[src/rtl/fetch_ctrl_if.sv]
// Instruction-memory request/acknowledge bus between the fetch controller and imem.
// The fetch controller owns req/addr; the memory answers with ack/rdata.
interface fetch_ctrl_if;
   logic        imem_req;
   logic [31:0] imem_addr;
   logic        imem_ack;
   logic [31:0] imem_rdata;

   modport master (output imem_req, imem_addr, input imem_ack, imem_rdata);
   modport slave  (input imem_req, imem_addr, output imem_ack, imem_rdata);
endinterface

[src/rtl/fetch_ctrl.sv]
// IF-stage sequencer: owns PC_F and IF/ID, runs a single-outstanding req/ack fetch.
// Optional macro FETCH_PERF_CNT_EN adds fetch and memory-stall performance counters.
module fetch_ctrl #(
   parameter logic [31:0] RESET_PC  = 32'h0000_0000,
   parameter logic [31:0] NOP_INSTR = 32'h0000_0013
) (
   input  logic               clk,
   input  logic               rst,
   input  logic               StallD,
   input  logic               PCSrcE,
   input  logic [31:0]        PCTargetE,
   fetch_ctrl_if.master       imem,
   output logic [31:0]        Instr_IFID,
   output logic [31:0]        PC_IFID,
   output logic [31:0]        PCPlus4_IFID,
   output logic               Valid_IFID,
   output logic               fetch_stall
`ifdef FETCH_PERF_CNT_EN
   ,
   output logic [31:0]        perf_fetch_cnt,
   output logic [31:0]        perf_stall_cnt
`endif
);

   typedef enum logic [1:0] {IDLE, FETCH, DRAIN, HOLD} fetchState_t;

   fetchState_t r_state;
   fetchState_t w_nextState;

   logic [31:0] r_pcF;
   logic [31:0] r_drainAddr;
   logic [31:0] r_holdInstr;
   logic [31:0] r_holdPc;
   logic [31:0] r_instrIfid;
   logic [31:0] r_pcIfid;
   logic [31:0] r_pcPlus4Ifid;
   logic        r_validIfid;

   logic        w_req;
   logic        w_ack;
   logic [31:0] w_target;
   logic [31:0] w_pcPlus4;
   logic [31:0] w_holdPcPlus4;
   logic        w_loadValid;

   assign w_ack         = imem.imem_ack;
   assign w_target      = PCTargetE & 32'hFFFF_FFFC;
   assign w_pcPlus4     = r_pcF + 32'd4;
   assign w_holdPcPlus4 = r_holdPc + 32'd4;

   always_ff @(posedge clk) begin
      if (rst) r_state <= IDLE;
      else     r_state <= w_nextState;
   end

   always_comb begin
      w_nextState = r_state;
      case (r_state)
         IDLE:  w_nextState = FETCH;
         FETCH: begin
            if (PCSrcE)             w_nextState = w_ack ? FETCH : DRAIN;
            else if (w_ack && StallD) w_nextState = HOLD;
         end
         DRAIN: if (w_ack) w_nextState = FETCH;
         HOLD:  if (PCSrcE || !StallD) w_nextState = FETCH;
         default: w_nextState = IDLE;
      endcase
   end

   // A stale request keeps its own address in DRAIN so the handshake never sees addr move.
   always_comb begin
      w_req          = (r_state == FETCH) || (r_state == DRAIN);
      imem.imem_req  = w_req;
      imem.imem_addr = (r_state == DRAIN) ? r_drainAddr : r_pcF;
      fetch_stall    = w_req && !w_ack;
   end

   always_comb begin
      w_loadValid = 1'b0;
      if (!PCSrcE && !StallD) begin
         if (r_state == FETCH && w_ack) w_loadValid = 1'b1;
         if (r_state == HOLD)           w_loadValid = 1'b1;
      end
   end

   always_ff @(posedge clk) begin
      if (rst) begin
         r_pcF         <= RESET_PC;
         r_drainAddr   <= 32'd0;
         r_holdInstr   <= NOP_INSTR;
         r_holdPc      <= 32'd0;
         r_instrIfid   <= NOP_INSTR;
         r_pcIfid      <= 32'd0;
         r_pcPlus4Ifid <= 32'd0;
         r_validIfid   <= 1'b0;
      end else if (PCSrcE) begin
         r_pcF         <= w_target;
         r_instrIfid   <= NOP_INSTR;
         r_pcIfid      <= 32'd0;
         r_pcPlus4Ifid <= 32'd0;
         r_validIfid   <= 1'b0;
         if (r_state == FETCH && !w_ack) r_drainAddr <= r_pcF;
      end else begin
         case (r_state)
            FETCH: begin
               if (w_ack) begin
                  r_pcF <= w_pcPlus4;
                  if (StallD) begin
                     r_holdInstr <= imem.imem_rdata;
                     r_holdPc    <= r_pcF;
                  end else begin
                     r_instrIfid   <= imem.imem_rdata;
                     r_pcIfid      <= r_pcF;
                     r_pcPlus4Ifid <= w_pcPlus4;
                     r_validIfid   <= 1'b1;
                  end
               end else if (!StallD) begin
                  r_instrIfid   <= NOP_INSTR;
                  r_pcIfid      <= 32'd0;
                  r_pcPlus4Ifid <= 32'd0;
                  r_validIfid   <= 1'b0;
               end
            end
            HOLD: begin
               if (!StallD) begin
                  r_instrIfid   <= r_holdInstr;
                  r_pcIfid      <= r_holdPc;
                  r_pcPlus4Ifid <= w_holdPcPlus4;
                  r_validIfid   <= 1'b1;
               end
            end
            default: begin
               if (!StallD) begin
                  r_instrIfid   <= NOP_INSTR;
                  r_pcIfid      <= 32'd0;
                  r_pcPlus4Ifid <= 32'd0;
                  r_validIfid   <= 1'b0;
               end
            end
         endcase
      end
   end

   assign Instr_IFID   = r_instrIfid;
   assign PC_IFID      = r_pcIfid;
   assign PCPlus4_IFID = r_pcPlus4Ifid;
   assign Valid_IFID   = r_validIfid;

`ifdef FETCH_PERF_CNT_EN
   logic [31:0] r_perfFetchCnt;
   logic [31:0] r_perfStallCnt;

   always_ff @(posedge clk) begin
      if (rst) begin
         r_perfFetchCnt <= 32'd0;
         r_perfStallCnt <= 32'd0;
      end else begin
         if (w_loadValid) r_perfFetchCnt <= r_perfFetchCnt + 32'd1;
         if (fetch_stall) r_perfStallCnt <= r_perfStallCnt + 32'd1;
      end
   end

   assign perf_fetch_cnt = r_perfFetchCnt;
   assign perf_stall_cnt = r_perfStallCnt;
`endif

endmodule

[src/flat_wrapper.sv]
// flat-port wrapper written by rule: the top's interface ports become plain ports
module fetch_ctrl_flat 
#(
   parameter logic [31:0] RESET_PC  = 32'h0000_0000,
   parameter logic [31:0] NOP_INSTR = 32'h0000_0013
)
  (clk, rst, StallD, PCSrcE, PCTargetE, Instr_IFID, PC_IFID, PCPlus4_IFID, Valid_IFID, fetch_stall, imem_imem_req, imem_imem_addr, imem_imem_ack, imem_imem_rdata);
  fetch_ctrl_if imem_i ();
  input  logic clk;
  input  logic rst;
  input  logic StallD;
  input  logic PCSrcE;
  input  logic [31:0] PCTargetE;
  output logic [31:0] Instr_IFID;
  output logic [31:0] PC_IFID;
  output logic [31:0] PCPlus4_IFID;
  output logic Valid_IFID;
  output logic fetch_stall;
  output wire logic [$bits(imem_i.imem_req)-1:0] imem_imem_req;
  output wire logic [$bits(imem_i.imem_addr)-1:0] imem_imem_addr;
  input wire logic [$bits(imem_i.imem_ack)-1:0] imem_imem_ack;
  input wire logic [$bits(imem_i.imem_rdata)-1:0] imem_imem_rdata;
  assign imem_imem_req = imem_i.imem_req;
  assign imem_imem_addr = imem_i.imem_addr;
  assign imem_i.imem_ack = imem_imem_ack;
  assign imem_i.imem_rdata = imem_imem_rdata;
  fetch_ctrl #(.RESET_PC(RESET_PC), .NOP_INSTR(NOP_INSTR)) u_core (.clk(clk), .rst(rst), .StallD(StallD), .PCSrcE(PCSrcE), .PCTargetE(PCTargetE), .imem(imem_i), .Instr_IFID(Instr_IFID), .PC_IFID(PC_IFID), .PCPlus4_IFID(PCPlus4_IFID), .Valid_IFID(Valid_IFID), .fetch_stall(fetch_stall));
endmodule
[config.mk]
export PLATFORM = sky130hd
export DESIGN_NAME = fetch_ctrl_flat
export DESIGN_NICKNAME = d
export VERILOG_FILES = /design/src/rtl/fetch_ctrl_if.sv /design/src/rtl/fetch_ctrl.sv /design/src/flat_wrapper.sv
export SDC_FILE = /design/constraint.sdc
export NUM_CORES = 1
export LEC_CHECK = 0
export BUFFER_PORTS_ARGS = -buffer_cell sky130_fd_sc_hd__buf_2
export CORE_MARGIN = 5
export CORE_UTILIZATION = 25
export DETAILED_ROUTE_END_ITERATION = 12
export PLACE_DENSITY = 0.41
export SLEW_MARGIN = 20
export SYNTH_ARGS = -nofsm -noshare
export SYNTH_HDL_FRONTEND = slang
export SYNTH_SLANG_ARGS = --single-unit
[constraint.sdc]
create_clock -name clk -period 6.4 [get_ports clk]
set_clock_uncertainty 0.2 [all_clocks]
set_input_delay 0.64 -clock clk [delete_from_list [all_inputs] [get_ports clk]]
set_output_delay 0.64 -clock clk [all_outputs]
set_load 0.1 [all_outputs]
==> flow_metrics.tcl <==
set metrics [dict create \
    clkLatencyLatePin_ns 0.55 \
    ys_seq_area_share_pct 42.1 \
    post_cts_buffers 0 \
    cp.arrival_ns 3.84 \
    drive_above_1_share_pct 21.3 \
    worstPathRequired_ns 6.58 \
    gp_congestion 0.757 \
    vias 9966 \
    syn_to_final_growth_pct 20.3 \
    wirelength_um 38900 \
    diodes 0 \
    ios 200 \
    rsz0062_at_grt "false" \
    min_path_type "in2reg" \
    end_kind "flip-flop" \
    portBuffers 195 \
    fin_crit_ns 3.65 \
    dp_cells 1927 \
    holdBufCountCts 0 \
    placeableCoreArea_um2 41800 \
    maxSlewHeadroom_pct 31.1 \
    worstSetupStartpointType "flip-flop" \
    cts_resized 0 \
    drc 0 \
    yosys_warnings 0 \
    synth.avg_cell_area_um2 7.99 \
    pre_cts_ws_ns 2.73 \
    drv_cap 0 \
    synth.cell_area_um2 10500 \
    postPlaceCellArea_um2 11700 \
    firstDrtPassIters 6 \
    gr-total-overflow 0 \
    n_fill_cell 4507 \
    cts_tree "yes" \
    maxSlewViolCount 0 \
    min_period_over_period_pct 57.1 \
    h-tree-depth 1 \
    grtUsageTotal_pct 16.2 \
    max_freq_mhz 274 \
    power_leakage_nw 4.67 \
    final_cells 1979 \
    fin_area_um2 12700 \
    nets 1492 \
    row_count 75 \
    critical_path_class "reg2reg" \
    p_total_mw 3.64 \
    cp_max_fo 40 \
    synth_edf_count 0 \
    seq_area_um2 4420 \
    route.antenna.remaining_nets 0 \
    multi_input_area_um2 5480 \
    routedWlPerCell_um 19.7 \
    clk_pin_slew_ns 0.06 \
    die_h_um 215 \
    post-dp-hpwl_um 24900 \
    power.density_nw_per_um2 287 \
    grt_antenna_before_repair 1 \
    drt_iter0_markers 697 \
    synthFlopType "dfxtp_1" \
    async_flop_share_pct 0 \
    clock_path_buffers 3 \
    tightest_slew_ns 1.03 \
    viasPerCell 5.04 \
    status "finished clean" \
    yosys_register_bits 221 \
    start_util_pct 25.2 \
    worst_slack_ns 2.75 \
    grt_pass1_vias 9741 \
    cts_root_buffer "clkbuf_16" \
    grt_pass1_wl_um 60300 \
    tns_ns 0 \
    grt_max_degree 85 \
    cts_made_buffers 28 \
    synth_cell_types 61 \
    syn_inst 1316 \
    clock_sinks 221 \
    hold_viol 0 \
    dieArea_um2 46300 \
    setup_viol 0 \
    fp.dieW_um 215 \
    vdd_drop_max_mv 0.166 \
]
## metal layers
metal	GRT usage, %	vias to the layer above	wire, µm
li1	-	4860	-
met1	23.1	4804	18600
met2	26.3	261	17800
met3	2.27	41	1830
met4	3.73	0	677
met5	0	-	0
## kinds of logic (layout without fill, tap and decap cells)
kind of cell             count (synthesis)  count (layout)  share of synthesized area [%]
AND/OR/NAND/NOR                        491             491                           21.3
AO/OA/AOI/OAI                          358             358                           22.1
buffers and inverters                  156             279                           6.15
multiplexers                            32              32                           3.37
flip-flops                             221             221                           42.1
XOR/XNOR                                52              52                           4.33
adder cells (fa/ha/maj)                  5               5                          0.595
other                                    1               2                         0.0357
## cell usage in the layout (no fill, tap or decap), drive strengths merged, types with 6 or more instances in the layout
cell,instances
a221o,52
nand3,27
a221oi,10
nor3,24
nand4,16
buf,210
nor2,113
a311oi,6
and3,10
dfxtp,221
o31a,12
a21oi,113
mux2,27
inv,15
clkbuf,42
xor2,9
a31oi,9
nor4,30
clkinv,9
or3,9
or4,9
nand2,230
and4,7
o21ai,107
xnor2,43
a211oi,20
## path summary, 6_finish.rpt
check,endpoint,slack (ns),from,cells after the start
max,u_core.r_holdPc[6],2.75,u_core.r_state[0],6
min,u_core.r_holdInstr[4],0.13,imem_imem_rdata[4],3
max reg2reg,u_core.r_holdPc[6],2.75,u_core.r_state[0],6
min reg2reg,u_core.r_drainAddr[7],0.25,u_core.r_drainAddr[7],2
## worst max-delay path, stage by stage (launching register included)
cell	delay (ns)
dfxtp_1	0.42
ha_1	0.50
and2_2	0.85
nand3_2	0.80
buf_4	0.55
nand2_1	0.12
a21oi_1	0.06
## per-stage QoR
step                      utilization, %  hold slack, ns
after global placement              28.1           0.238
after detailed placement            28.1           0.245
final                               30.3           0.131
after CTS                           30.3          0.0946
after global routing                30.3           0.119
after floorplan                        -           0.233
## power by group
group / internal [mW] / switching [mW]
sequential: 1.42 / 0.0605
clock: 0.937 / 0.630
combinational: 0.128 / 0.461
## synthesized netlist by cell type (6+ instances only)
master | instances | share of area, %
nor2_1 | 113 | 4.0
a221o_1 | 52 | 4.9
a31oi_1 | 9 | 0.54
and3_1 | 10 | 0.59
a311oi_1 | 6 | 0.50
a221oi_1 | 10 | 0.83
clkbuf_1 | 109 | 3.9
nand3_1 | 27 | 1.3
o31a_1 | 12 | 1.0
o21ai_0 | 107 | 5.1
nor4_1 | 27 | 1.6
dfxtp_1 | 221 | 42
inv_1 | 15 | 0.54
nand2_1 | 230 | 8.2
buf_2 | 16 | 0.76
buf_1 | 6 | 0.21
or4_1 | 7 | 0.50
a21oi_1 | 113 | 5.4
or3_1 | 8 | 0.48
nor3_1 | 24 | 1.1
mux2_2 | 27 | 2.9
a211oi_1 | 20 | 1.4
xor2_1 | 9 | 0.75
nand4_1 | 14 | 0.83
and4_1 | 7 | 0.58
xnor2_1 | 43 | 3.6
## flip-flops by register name (all words and copies together) (netlist names)
name,count
u_core.Instr_IFID,32
u_core.PCPlus4_IFID,32
u_core.PC_IFID,32
u_core.Valid_IFID,1
u_core.r_drainAddr,30
u_core.r_holdInstr,32
u_core.r_holdPc,30
u_core.r_pcF,30
u_core.r_state,2
## cell type report
type                       instances  area share [%]
inverter                          17           0.514
multi-input combinational        940            43.3
timing repair buffer             210            8.62
sequential                       221            35.0
clock buffer                      42            6.60
clock inverter                    10           0.633
tap                              539            5.33
Power figures use the tool's default switching activity.
